## src/rtl/spi_flash_sequencer_if.sv

```systemverilog
// Bundle of the sequencer's command, write, read, shifter, chip-select and
// status signals.
//   master : command source, write/read streams, byte-shifter responses, abort
//   slave  : spi_flash_sequencer (command accept, shifter requests, cs_n, status)
interface spi_flash_sequencer_if;
   logic        cmd_valid;
   logic        cmd_ready;
   logic [7:0]  cmd_op;
   logic [23:0] cmd_addr;
   logic        cmd_has_addr;
   logic [15:0] cmd_len;
   logic        cmd_read;
   logic        cmd_wren;
   logic        cmd_poll;
   logic [7:0]  wr_data;
   logic        wr_valid;
   logic        wr_ready;
   logic [7:0]  rd_data;
   logic        rd_valid;
   logic        rd_ready;
   logic        sh_start;
   logic [7:0]  sh_tx;
   logic        sh_done;
   logic [7:0]  sh_rx;
   logic        cs_n;
   logic        abort;
   logic        busy;
   logic        done;
   logic        err;
   logic [7:0]  status;

   modport master (
      output cmd_valid, cmd_op, cmd_addr, cmd_has_addr, cmd_len, cmd_read,
             cmd_wren, cmd_poll, wr_data, wr_valid, rd_ready, sh_done, sh_rx, abort,
      input  cmd_ready, wr_ready, rd_data, rd_valid, sh_start, sh_tx, cs_n,
             busy, done, err, status
   );

   modport slave (
      input  cmd_valid, cmd_op, cmd_addr, cmd_has_addr, cmd_len, cmd_read,
             cmd_wren, cmd_poll, wr_data, wr_valid, rd_ready, sh_done, sh_rx, abort,
      output cmd_ready, wr_ready, rd_data, rd_valid, sh_start, sh_tx, cs_n,
             busy, done, err, status
   );
endinterface

```

## src/rtl/spi_flash_sequencer.sv

```systemverilog
// Command-level SPI flash sequencer. Frames one descriptor (opcode, optional
// 24-bit address, N data bytes) with chip select, optionally prefixes WREN and
// follows with RDSR polling until WIP clears. The byte shifter owns bit timing.
//   clk, rst : bus clock, asynchronous active-high reset
//   bus      : spi_flash_sequencer_if.slave (command, wr/rd streams, shifter, cs_n, status)
//
// state  | meaning
// IDLE   | waiting for a descriptor
// WREN   | one-byte 0x06 frame
// GAP_A  | cs_n high between WREN and main frame
// OP     | opcode byte of main frame
// ADDR   | three address bytes, MSB first
// DATA   | data phase, read or write
// GAP_B  | cs_n high after main frame
// POLL   | RDSR frame (0x05, 0x00)
// GAP_P  | cs_n high between RDSR frames
// FIN    | done pulse, back to IDLE
module spi_flash_sequencer #(
   parameter int CS_GAP   = 4,
   parameter int POLL_MAX = 2000000
) (
   input logic                  clk,
   input logic                  rst,
   spi_flash_sequencer_if.slave bus
);
   localparam int GW = (CS_GAP > 1) ? $clog2(CS_GAP) : 1;
   localparam int PW = $clog2(POLL_MAX + 1);

   typedef enum logic [3:0] {
      S_IDLE, S_WREN, S_GAP_A, S_OP, S_ADDR, S_DATA, S_GAP_B, S_POLL, S_GAP_P, S_FIN
   } state_t;

   state_t        state_q, state_d;
   logic [7:0]    op_q, op_d;
   logic [23:0]   addr_q, addr_d;
   logic          has_addr_q, has_addr_d;
   logic [15:0]   len_q, len_d;
   logic          read_q, read_d;
   logic          poll_q, poll_d;
   logic          cs_n_q, cs_n_d;
   logic          pend_q, pend_d;
   logic [1:0]    idx_q, idx_d;
   logic [GW-1:0] gap_q, gap_d;
   logic [PW-1:0] poll_left_q, poll_left_d;
   logic          busy_q, busy_d;
   logic          err_q, err_d;
   logic [7:0]    status_q, status_d;
   logic [7:0]    rd_data_q, rd_data_d;
   logic          rd_valid_q, rd_valid_d;

   logic          cmd_ready, sh_start, wr_ready, done, can_start, frame_end;
   logic [7:0]    sh_tx;

   always_ff @(posedge clk or posedge rst) begin
      if (rst) begin
         state_q     <= S_IDLE;
         op_q        <= '0;
         addr_q      <= '0;
         has_addr_q  <= 1'b0;
         len_q       <= '0;
         read_q      <= 1'b0;
         poll_q      <= 1'b0;
         cs_n_q      <= 1'b1;
         pend_q      <= 1'b0;
         idx_q       <= '0;
         gap_q       <= '0;
         poll_left_q <= '0;
         busy_q      <= 1'b0;
         err_q       <= 1'b0;
         status_q    <= '0;
         rd_data_q   <= '0;
         rd_valid_q  <= 1'b0;
      end else begin
         state_q     <= state_d;
         op_q        <= op_d;
         addr_q      <= addr_d;
         has_addr_q  <= has_addr_d;
         len_q       <= len_d;
         read_q      <= read_d;
         poll_q      <= poll_d;
         cs_n_q      <= cs_n_d;
         pend_q      <= pend_d;
         idx_q       <= idx_d;
         gap_q       <= gap_d;
         poll_left_q <= poll_left_d;
         busy_q      <= busy_d;
         err_q       <= err_d;
         status_q    <= status_d;
         rd_data_q   <= rd_data_d;
         rd_valid_q  <= rd_valid_d;
      end
   end

   always_comb begin
      state_d     = state_q;
      op_d        = op_q;
      addr_d      = addr_q;
      has_addr_d  = has_addr_q;
      len_d       = len_q;
      read_d      = read_q;
      poll_d      = poll_q;
      cs_n_d      = cs_n_q;
      idx_d       = idx_q;
      poll_left_d = poll_left_q;
      busy_d      = busy_q;
      err_d       = err_q;
      status_d    = status_q;
      rd_data_d   = rd_data_q;
      rd_valid_d  = rd_valid_q;
      frame_end   = 1'b0;
      pend_d      = pend_q;
      if (bus.sh_done) pend_d = 1'b0;
      if (sh_start)    pend_d = 1'b1;
      if (rd_valid_q && bus.rd_ready) rd_valid_d = 1'b0;
      gap_d = gap_q;
      if (gap_q != '0) gap_d = gap_q - 1'b1;

      case (state_q)
         S_IDLE: begin
            if (bus.cmd_valid && cmd_ready) begin
               op_d        = bus.cmd_op;
               addr_d      = bus.cmd_addr;
               has_addr_d  = bus.cmd_has_addr;
               len_d       = bus.cmd_len;
               read_d      = bus.cmd_read;
               poll_d      = bus.cmd_poll;
               idx_d       = '0;
               poll_left_d = PW'(POLL_MAX);
               busy_d      = 1'b1;
               err_d       = 1'b0;
               state_d     = bus.cmd_wren ? S_WREN : S_OP;
            end
         end
         S_WREN: begin
            cs_n_d = 1'b0;
            if (bus.sh_done) begin
               cs_n_d  = 1'b1;
               gap_d   = GW'(CS_GAP - 1);
               state_d = S_GAP_A;
            end
         end
         S_GAP_A: if (gap_q == '0) state_d = S_OP;
         S_OP: begin
            cs_n_d = 1'b0;
            if (bus.sh_done) begin
               idx_d = '0;
               if (has_addr_q)       state_d   = S_ADDR;
               else if (len_q == '0) frame_end = 1'b1;
               else                  state_d   = S_DATA;
            end
         end
         S_ADDR: begin
            if (bus.sh_done) begin
               idx_d = idx_q + 1'b1;
               if (idx_q == 2'd2) begin
                  idx_d = '0;
                  if (len_q == '0) frame_end = 1'b1;
                  else             state_d   = S_DATA;
               end
            end
         end
         S_DATA: begin
            if (bus.sh_done) begin
               if (read_q) begin
                  rd_data_d  = bus.sh_rx;
                  rd_valid_d = 1'b1;
               end
               len_d = len_q - 16'd1;
               if (len_q == 16'd1) frame_end = 1'b1;
            end
         end
         S_GAP_B: if (gap_q == '0) state_d = poll_q ? S_POLL : S_FIN;
         S_POLL: begin
            cs_n_d = 1'b0;
            if (bus.sh_done) begin
               if (idx_q == 2'd0) begin
                  idx_d = 2'd1;
               end else begin
                  idx_d    = '0;
                  cs_n_d   = 1'b1;
                  status_d = bus.sh_rx;
                  if (!bus.sh_rx[0]) begin
                     state_d = S_FIN;
                  end else if (poll_left_q == PW'(1)) begin
                     err_d   = 1'b1;
                     state_d = S_FIN;
                  end else begin
                     poll_left_d = poll_left_q - 1'b1;
                     gap_d       = GW'(CS_GAP - 1);
                     state_d     = S_GAP_P;
                  end
               end
            end
         end
         S_GAP_P: if (gap_q == '0) state_d = S_POLL;
         S_FIN: begin
            busy_d  = 1'b0;
            state_d = S_IDLE;
         end
         default: state_d = S_IDLE;
      endcase

      if (frame_end) begin
         cs_n_d  = 1'b1;
         gap_d   = GW'(CS_GAP - 1);
         state_d = S_GAP_B;
      end

      // Abort lets an in-flight byte finish, then drops everything, including its read byte.
      if (bus.abort && state_q != S_IDLE && state_q != S_FIN) begin
         if (!(pend_q && !bus.sh_done)) begin
            state_d    = S_FIN;
            cs_n_d     = 1'b1;
            err_d      = 1'b1;
            rd_valid_d = 1'b0;
         end
      end
   end

   always_comb begin
      // cs_n must already be low a cycle before any start; never start on a sh_done cycle.
      can_start = !cs_n_q && !pend_q && !bus.sh_done && !bus.abort;
      cmd_ready = 1'b0;
      sh_start  = 1'b0;
      sh_tx     = 8'h00;
      wr_ready  = 1'b0;
      done      = 1'b0;
      case (state_q)
         S_IDLE: cmd_ready = !rst && !bus.abort;
         S_WREN: begin
            sh_tx    = 8'h06;
            sh_start = can_start;
         end
         S_OP: begin
            sh_tx    = op_q;
            sh_start = can_start;
         end
         S_ADDR: begin
            case (idx_q)
               2'd0:    sh_tx = addr_q[23:16];
               2'd1:    sh_tx = addr_q[15:8];
               default: sh_tx = addr_q[7:0];
            endcase
            sh_start = can_start;
         end
         S_DATA: begin
            if (read_q) begin
               sh_start = can_start && !rd_valid_q;
            end else begin
               sh_tx    = bus.wr_data;
               sh_start = can_start && bus.wr_valid;
               wr_ready = sh_start;
            end
         end
         S_POLL: begin
            sh_tx    = (idx_q == 2'd0) ? 8'h05 : 8'h00;
            sh_start = can_start;
         end
         S_FIN: done = 1'b1;
         default: ;
      endcase
   end

   assign bus.cmd_ready = cmd_ready;
   assign bus.wr_ready  = wr_ready;
   assign bus.rd_data   = rd_data_q;
   assign bus.rd_valid  = rd_valid_q;
   assign bus.sh_start  = sh_start;
   assign bus.sh_tx     = sh_tx;
   assign bus.cs_n      = cs_n_q;
   assign bus.busy      = busy_q;
   assign bus.done      = done;
   assign bus.err       = err_q;
   assign bus.status    = status_q;
endmodule
```

## src/flat_wrapper.sv

```systemverilog
// flat-port wrapper written by rule: the top's interface ports become plain ports
module spi_flash_sequencer_flat 
#(
   parameter int CS_GAP   = 4,
   parameter int POLL_MAX = 2000000
)
  (clk, rst, bus_cmd_valid, bus_cmd_op, bus_cmd_addr, bus_cmd_has_addr, bus_cmd_len, bus_cmd_read, bus_cmd_wren, bus_cmd_poll, bus_wr_data, bus_wr_valid, bus_rd_ready, bus_sh_done, bus_sh_rx, bus_abort, bus_cmd_ready, bus_wr_ready, bus_rd_data, bus_rd_valid, bus_sh_start, bus_sh_tx, bus_cs_n, bus_busy, bus_done, bus_err, bus_status);
  spi_flash_sequencer_if bus_i ();
  input logic clk;
  input logic rst;
  input wire logic [$bits(bus_i.cmd_valid)-1:0] bus_cmd_valid;
  input wire logic [$bits(bus_i.cmd_op)-1:0] bus_cmd_op;
  input wire logic [$bits(bus_i.cmd_addr)-1:0] bus_cmd_addr;
  input wire logic [$bits(bus_i.cmd_has_addr)-1:0] bus_cmd_has_addr;
  input wire logic [$bits(bus_i.cmd_len)-1:0] bus_cmd_len;
  input wire logic [$bits(bus_i.cmd_read)-1:0] bus_cmd_read;
  input wire logic [$bits(bus_i.cmd_wren)-1:0] bus_cmd_wren;
  input wire logic [$bits(bus_i.cmd_poll)-1:0] bus_cmd_poll;
  input wire logic [$bits(bus_i.wr_data)-1:0] bus_wr_data;
  input wire logic [$bits(bus_i.wr_valid)-1:0] bus_wr_valid;
  input wire logic [$bits(bus_i.rd_ready)-1:0] bus_rd_ready;
  input wire logic [$bits(bus_i.sh_done)-1:0] bus_sh_done;
  input wire logic [$bits(bus_i.sh_rx)-1:0] bus_sh_rx;
  input wire logic [$bits(bus_i.abort)-1:0] bus_abort;
  output wire logic [$bits(bus_i.cmd_ready)-1:0] bus_cmd_ready;
  output wire logic [$bits(bus_i.wr_ready)-1:0] bus_wr_ready;
  output wire logic [$bits(bus_i.rd_data)-1:0] bus_rd_data;
  output wire logic [$bits(bus_i.rd_valid)-1:0] bus_rd_valid;
  output wire logic [$bits(bus_i.sh_start)-1:0] bus_sh_start;
  output wire logic [$bits(bus_i.sh_tx)-1:0] bus_sh_tx;
  output wire logic [$bits(bus_i.cs_n)-1:0] bus_cs_n;
  output wire logic [$bits(bus_i.busy)-1:0] bus_busy;
  output wire logic [$bits(bus_i.done)-1:0] bus_done;
  output wire logic [$bits(bus_i.err)-1:0] bus_err;
  output wire logic [$bits(bus_i.status)-1:0] bus_status;
  assign bus_i.cmd_valid = bus_cmd_valid;
  assign bus_i.cmd_op = bus_cmd_op;
  assign bus_i.cmd_addr = bus_cmd_addr;
  assign bus_i.cmd_has_addr = bus_cmd_has_addr;
  assign bus_i.cmd_len = bus_cmd_len;
  assign bus_i.cmd_read = bus_cmd_read;
  assign bus_i.cmd_wren = bus_cmd_wren;
  assign bus_i.cmd_poll = bus_cmd_poll;
  assign bus_i.wr_data = bus_wr_data;
  assign bus_i.wr_valid = bus_wr_valid;
  assign bus_i.rd_ready = bus_rd_ready;
  assign bus_i.sh_done = bus_sh_done;
  assign bus_i.sh_rx = bus_sh_rx;
  assign bus_i.abort = bus_abort;
  assign bus_cmd_ready = bus_i.cmd_ready;
  assign bus_wr_ready = bus_i.wr_ready;
  assign bus_rd_data = bus_i.rd_data;
  assign bus_rd_valid = bus_i.rd_valid;
  assign bus_sh_start = bus_i.sh_start;
  assign bus_sh_tx = bus_i.sh_tx;
  assign bus_cs_n = bus_i.cs_n;
  assign bus_busy = bus_i.busy;
  assign bus_done = bus_i.done;
  assign bus_err = bus_i.err;
  assign bus_status = bus_i.status;
  spi_flash_sequencer #(.CS_GAP(CS_GAP), .POLL_MAX(POLL_MAX)) u_core (.clk(clk), .rst(rst), .bus(bus_i));
endmodule
```

## config.mk

```make
export PLATFORM = sky130hd
export DESIGN_NAME = spi_flash_sequencer_flat
export DESIGN_NICKNAME = d
export VERILOG_FILES = /design/src/rtl/spi_flash_sequencer_if.sv /design/src/rtl/spi_flash_sequencer.sv /design/src/flat_wrapper.sv
export SDC_FILE = /design/constraint.sdc
export NUM_CORES = 1
export LEC_CHECK = 0
export ABC_AREA = 1
export CORE_MARGIN = 5
export CORE_UTILIZATION = 48
export DETAILED_ROUTE_END_ITERATION = 10
export HOLD_SLACK_MARGIN = 0.15
export PLACE_DENSITY = 0.77
export SLEW_MARGIN = 10
export SYNTH_ARGS = -nofsm -noshare
export SYNTH_HDL_FRONTEND = slang
export SYNTH_SLANG_ARGS = --single-unit
```

## constraint.sdc

```tcl
create_clock -name clk -period 3 [get_ports clk]
set_input_delay 0.3 -clock clk [delete_from_list [all_inputs] [get_ports clk]]
set_output_delay 0.3 -clock clk [all_outputs]
set_load 0.005 [all_outputs]
```

==> impl_metrics.py <==
metrics = {
    "drt": {
        "vias": 5576,
        "wire_per_inst_um": 14.05,
        "routed_via_density": 5.173,
        "first_pass_iters": 7,
        "drtAntennaViolNets": 0,
        "first_iter_violations": 410,
        "wl_um": 15150,
        "drc": 0,
    },
    "placement": {
        "place_congestion": 0.8767,
        "port_buffers": 106,
        "dp_hpwl_um": 11160,
        "pre_cts_ws_ns": 0.5936,
    },
    "worst_hold_path": {
        "hold_class": "primary input to async pin",
    },
    "run_status": {
        "status": "completed",
    },
    "setup_path": {
        "r2r_start": "u_core.state_q[3]",
        "worstPathRequired_ns": 2.70,
        "cp_max_fo": 9,
        "ff2ff_setup_slack_ns": 0.88,
        "ff2ff_path_depth": 10,
        "startpoint_type": "flip-flop",
        "arrival_ns": 2.44,
        "end_kind": "output pin",
        "path_class": "flip-flop to output pin",
        "critPathLaunch": "u_core.state_q[3]",
        "worstReg2RegEnd": "u_core.len_q[5]",
        "cp-endpoint": "bus_sh_start",
    },
    "final_layout": {
        "final_common_cell": "nand2_1",
        "final_cell_mix": "313 x nand2_1, 106 x clkdlybuf4s50_1, 105 x nor2_1",
        "drive_gt1_frac": 0.05263,
        "area_delta_synth_final_pct": 26.19,
        "layout.nets": 1006,
        "fillCellCount": 1086,
        "insertedDiodeCount": 0,
    },
    "sta": {
        "fin_crit_sh": 0.9146,
        "fin_hold_ws_ns": 0.3237,
        "max_freq_mhz": 364.5,
        "finalHoldViolations": 0,
        "rsz0062_at_grt": "no",
        "fin_skew_ns": 0.009026,
        "finalSetupViolCount": 0,
        "worst_pin_slew_ns": 0.6076,
        "tns_ns": 0,
        "finalMaxSlewViolations": 0,
        "fin_crit_ns": 2.744,
        "slew_headroom": 0.5924,
        "timing.final.ws_setup_ns": 0.2562,
    },
    "logic_synthesis": {
        "syn_avg_cell_area_um2": 6.976,
        "ys_types": 42,
        "netlist_area_um2": 5748,
        "async_reset_ff_frac": 1.000,
        "ys_seq_area_frac": 0.4399,
        "netlist_instances": 824,
        "syn-num-nets": 904,
        "synth_warnings": 0,
        "synth_edf_count": 0,
        "synth_flop_cell": "dfrtp_1",
        "ys_seq_elements": 101,
    },
    "power_and_ir_drop": {
        "p_switching_mw": 2.419,
        "p_seq_frac": 0.380,
        "vdd_drop_max_v": 0.0004053,
        "internal-power_mw": 3.594,
        "p_clk_frac": 0.199,
        "power.density_nw_per_um2": 828.9,
        "swShare": 0.4023,
        "leakage_nw": 3.510,
        "power_frac_comb": 0.421,
    },
    "global_routing": {
        "grt_usage": 0.2165,
        "antenna_found_initial": 0,
        "grt_pass1_vias": 5337,
        "grt_pass1_wl_um": 25280,
        "grt_overflow": 0,
        "grt_max_degree": 52,
    },
    "clock_network": {
        "path_clk_slew_ns": 0.07,
        "cts_htree_levels": 3,
        "post_cts_resized": 0,
        "cts_sinks": 101,
        "cts-buffers-inserted": 9,
        "cts_tree": "done",
        "post_cts_buffers": 0,
        "root_buffer": "clkbuf_16",
        "clk-insertion-delay-late_ns": 0.35,
        "hold_buffers": 0,
        "cts.path.max_buffers": 2,
    },
    "floorplan": {
        "die_y_um": 119.4,
        "rows": 40,
        "fp.coreArea_um2": 11860,
        "die_w_um": 119.4,
        "io_pins": 107,
        "dieArea_um2": 14260,
        "start_util": 0.4846,
    },
    "flow_run": {
        "drv_cap": 0,
    },
}
==> worst min-delay path by stage <==
stage | from | endpoint | slack [ns] | cells after the start
after floorplan | bus_cmd_addr[0] | u_core.addr_q[0] | 0.41 | 2
after global placement | u_core.bus.rd_data[0] | u_core.bus.rd_data[0] | 0.45 | 2
after detailed placement | u_core.bus.rd_data[0] | u_core.bus.rd_data[0] | 0.46 | 2
after CTS | rst | u_core.op_q[7] | 0.34 | 2
after global routing | rst | u_core.op_q[7] | 0.37 | 2
final | rst | u_core.op_q[7] | 0.32 | 2
==> sequential cells by signal, indices dropped and copies added (netlist names), 2 cells and up <==
| register | cells |
|---|---|
| u_core.idx_q | 2 |
| u_core.op_q | 8 |
| u_core.addr_q | 24 |
| u_core.gap_q | 2 |
| u_core.poll_left_q | 21 |
| u_core.bus.status | 8 |
| u_core.state_q | 4 |
| u_core.len_q | 16 |
| u_core.bus.rd_data | 8 |
==> routing by layer <==
layer | global-route usage | wire (um)
met1 | 0.2928 | 6983
met2 | 0.3554 | 7143
met3 | 0.03704 | 794
met4 | 0.06872 | 225
met5 | 0 | 0
==> power groups by stage <==
stage / clock (mW) / combinational, mW / sequential, mW
floorplan: 0 / 1.76 / 2.20
global placement: 0 / 2.47 / 2.28
detailed placement: 0 / 2.53 / 2.28
CTS: 1.22 / 2.53 / 2.27
global route: 1.27 / 2.89 / 2.35
finish: 1.20 / 2.53 / 2.28
==> worst max-delay path, cell delays in order, from the launching register on <==
cell and delay, ns:
dfrtp_1 0.44, nor2_1 0.26, nand2_2 0.10, nor2_2 0.34, nand2_1 0.12, o311ai_0 0.12, nand2_1 0.13, inv_1 0.07
clkdlybuf4s50_1 0.52
==> synthesized netlist by cell type (4+ instances only) <==
library cell / number / area (um^2)
nand3_1: 47 / 235.2
or2_2: 6 / 37.54
dfrtp_1: 100 / 2502
nor3_1: 6 / 30.03
nand2_1: 313 / 1175
xor2_1: 7 / 61.31
o211ai_1: 9 / 67.56
nor2_1: 105 / 394.1
nand2_2: 4 / 25.02
nand4_1: 8 / 50.05
a21oi_1: 14 / 70.07
o21ai_1: 9 / 45.04
clkbuf_1: 6 / 22.52
inv_1: 76 / 285.3
o21ai_0: 55 / 275.3
buf_2: 14 / 70.07
nand3b_1: 4 / 30.03
ha_1: 5 / 62.56
==> cells by family (layout without fill, tap and decap cells) <==
family	count (synthesis)	in the layout	synth area share
buffers and inverters	105	212	0.07662
xor gates and xnor gates	9	9	0.01371
adders and majority gates	5	5	0.01088
DFF	101	101	0.4399
AOI/OAI and AO/OA	100	100	0.09839
and+or+nand+nor	504	504	0.3605
==> area by class of cell <==
type / count / area [um^2] / area share
repair buffers: 116 / 1149 / 0.1584
clock inverters: 7 / 82.58 / 0.01139
clock buffers: 9 / 225.2 / 0.03105
well taps: 147 / 183.9 / 0.02536
inverters: 80 / 305.3 / 0.04209
flip-flops and latches: 101 / 2529 / 0.3486
multi-input cells: 618 / 2779 / 0.3831
==> metrics by stage <==
| stage | utilization | cell area, um^2 | power (mW) | instances |
|---|---|---|---|---|
| floorplan | - | 5748 | 3.951 | 824 |
| global placement | 0.5855 | 6945 | 4.751 | 1062 |
| detailed placement | 0.5855 | 6945 | 4.806 | 1062 |
| CTS | 0.6115 | 7253 | 6.026 | 1078 |
| global route | 0.6115 | 7253 | 6.517 | 1078 |
| finish | 0.6115 | 7253 | 6.013 | 1078 |
(Power assumes the default switching activity.)
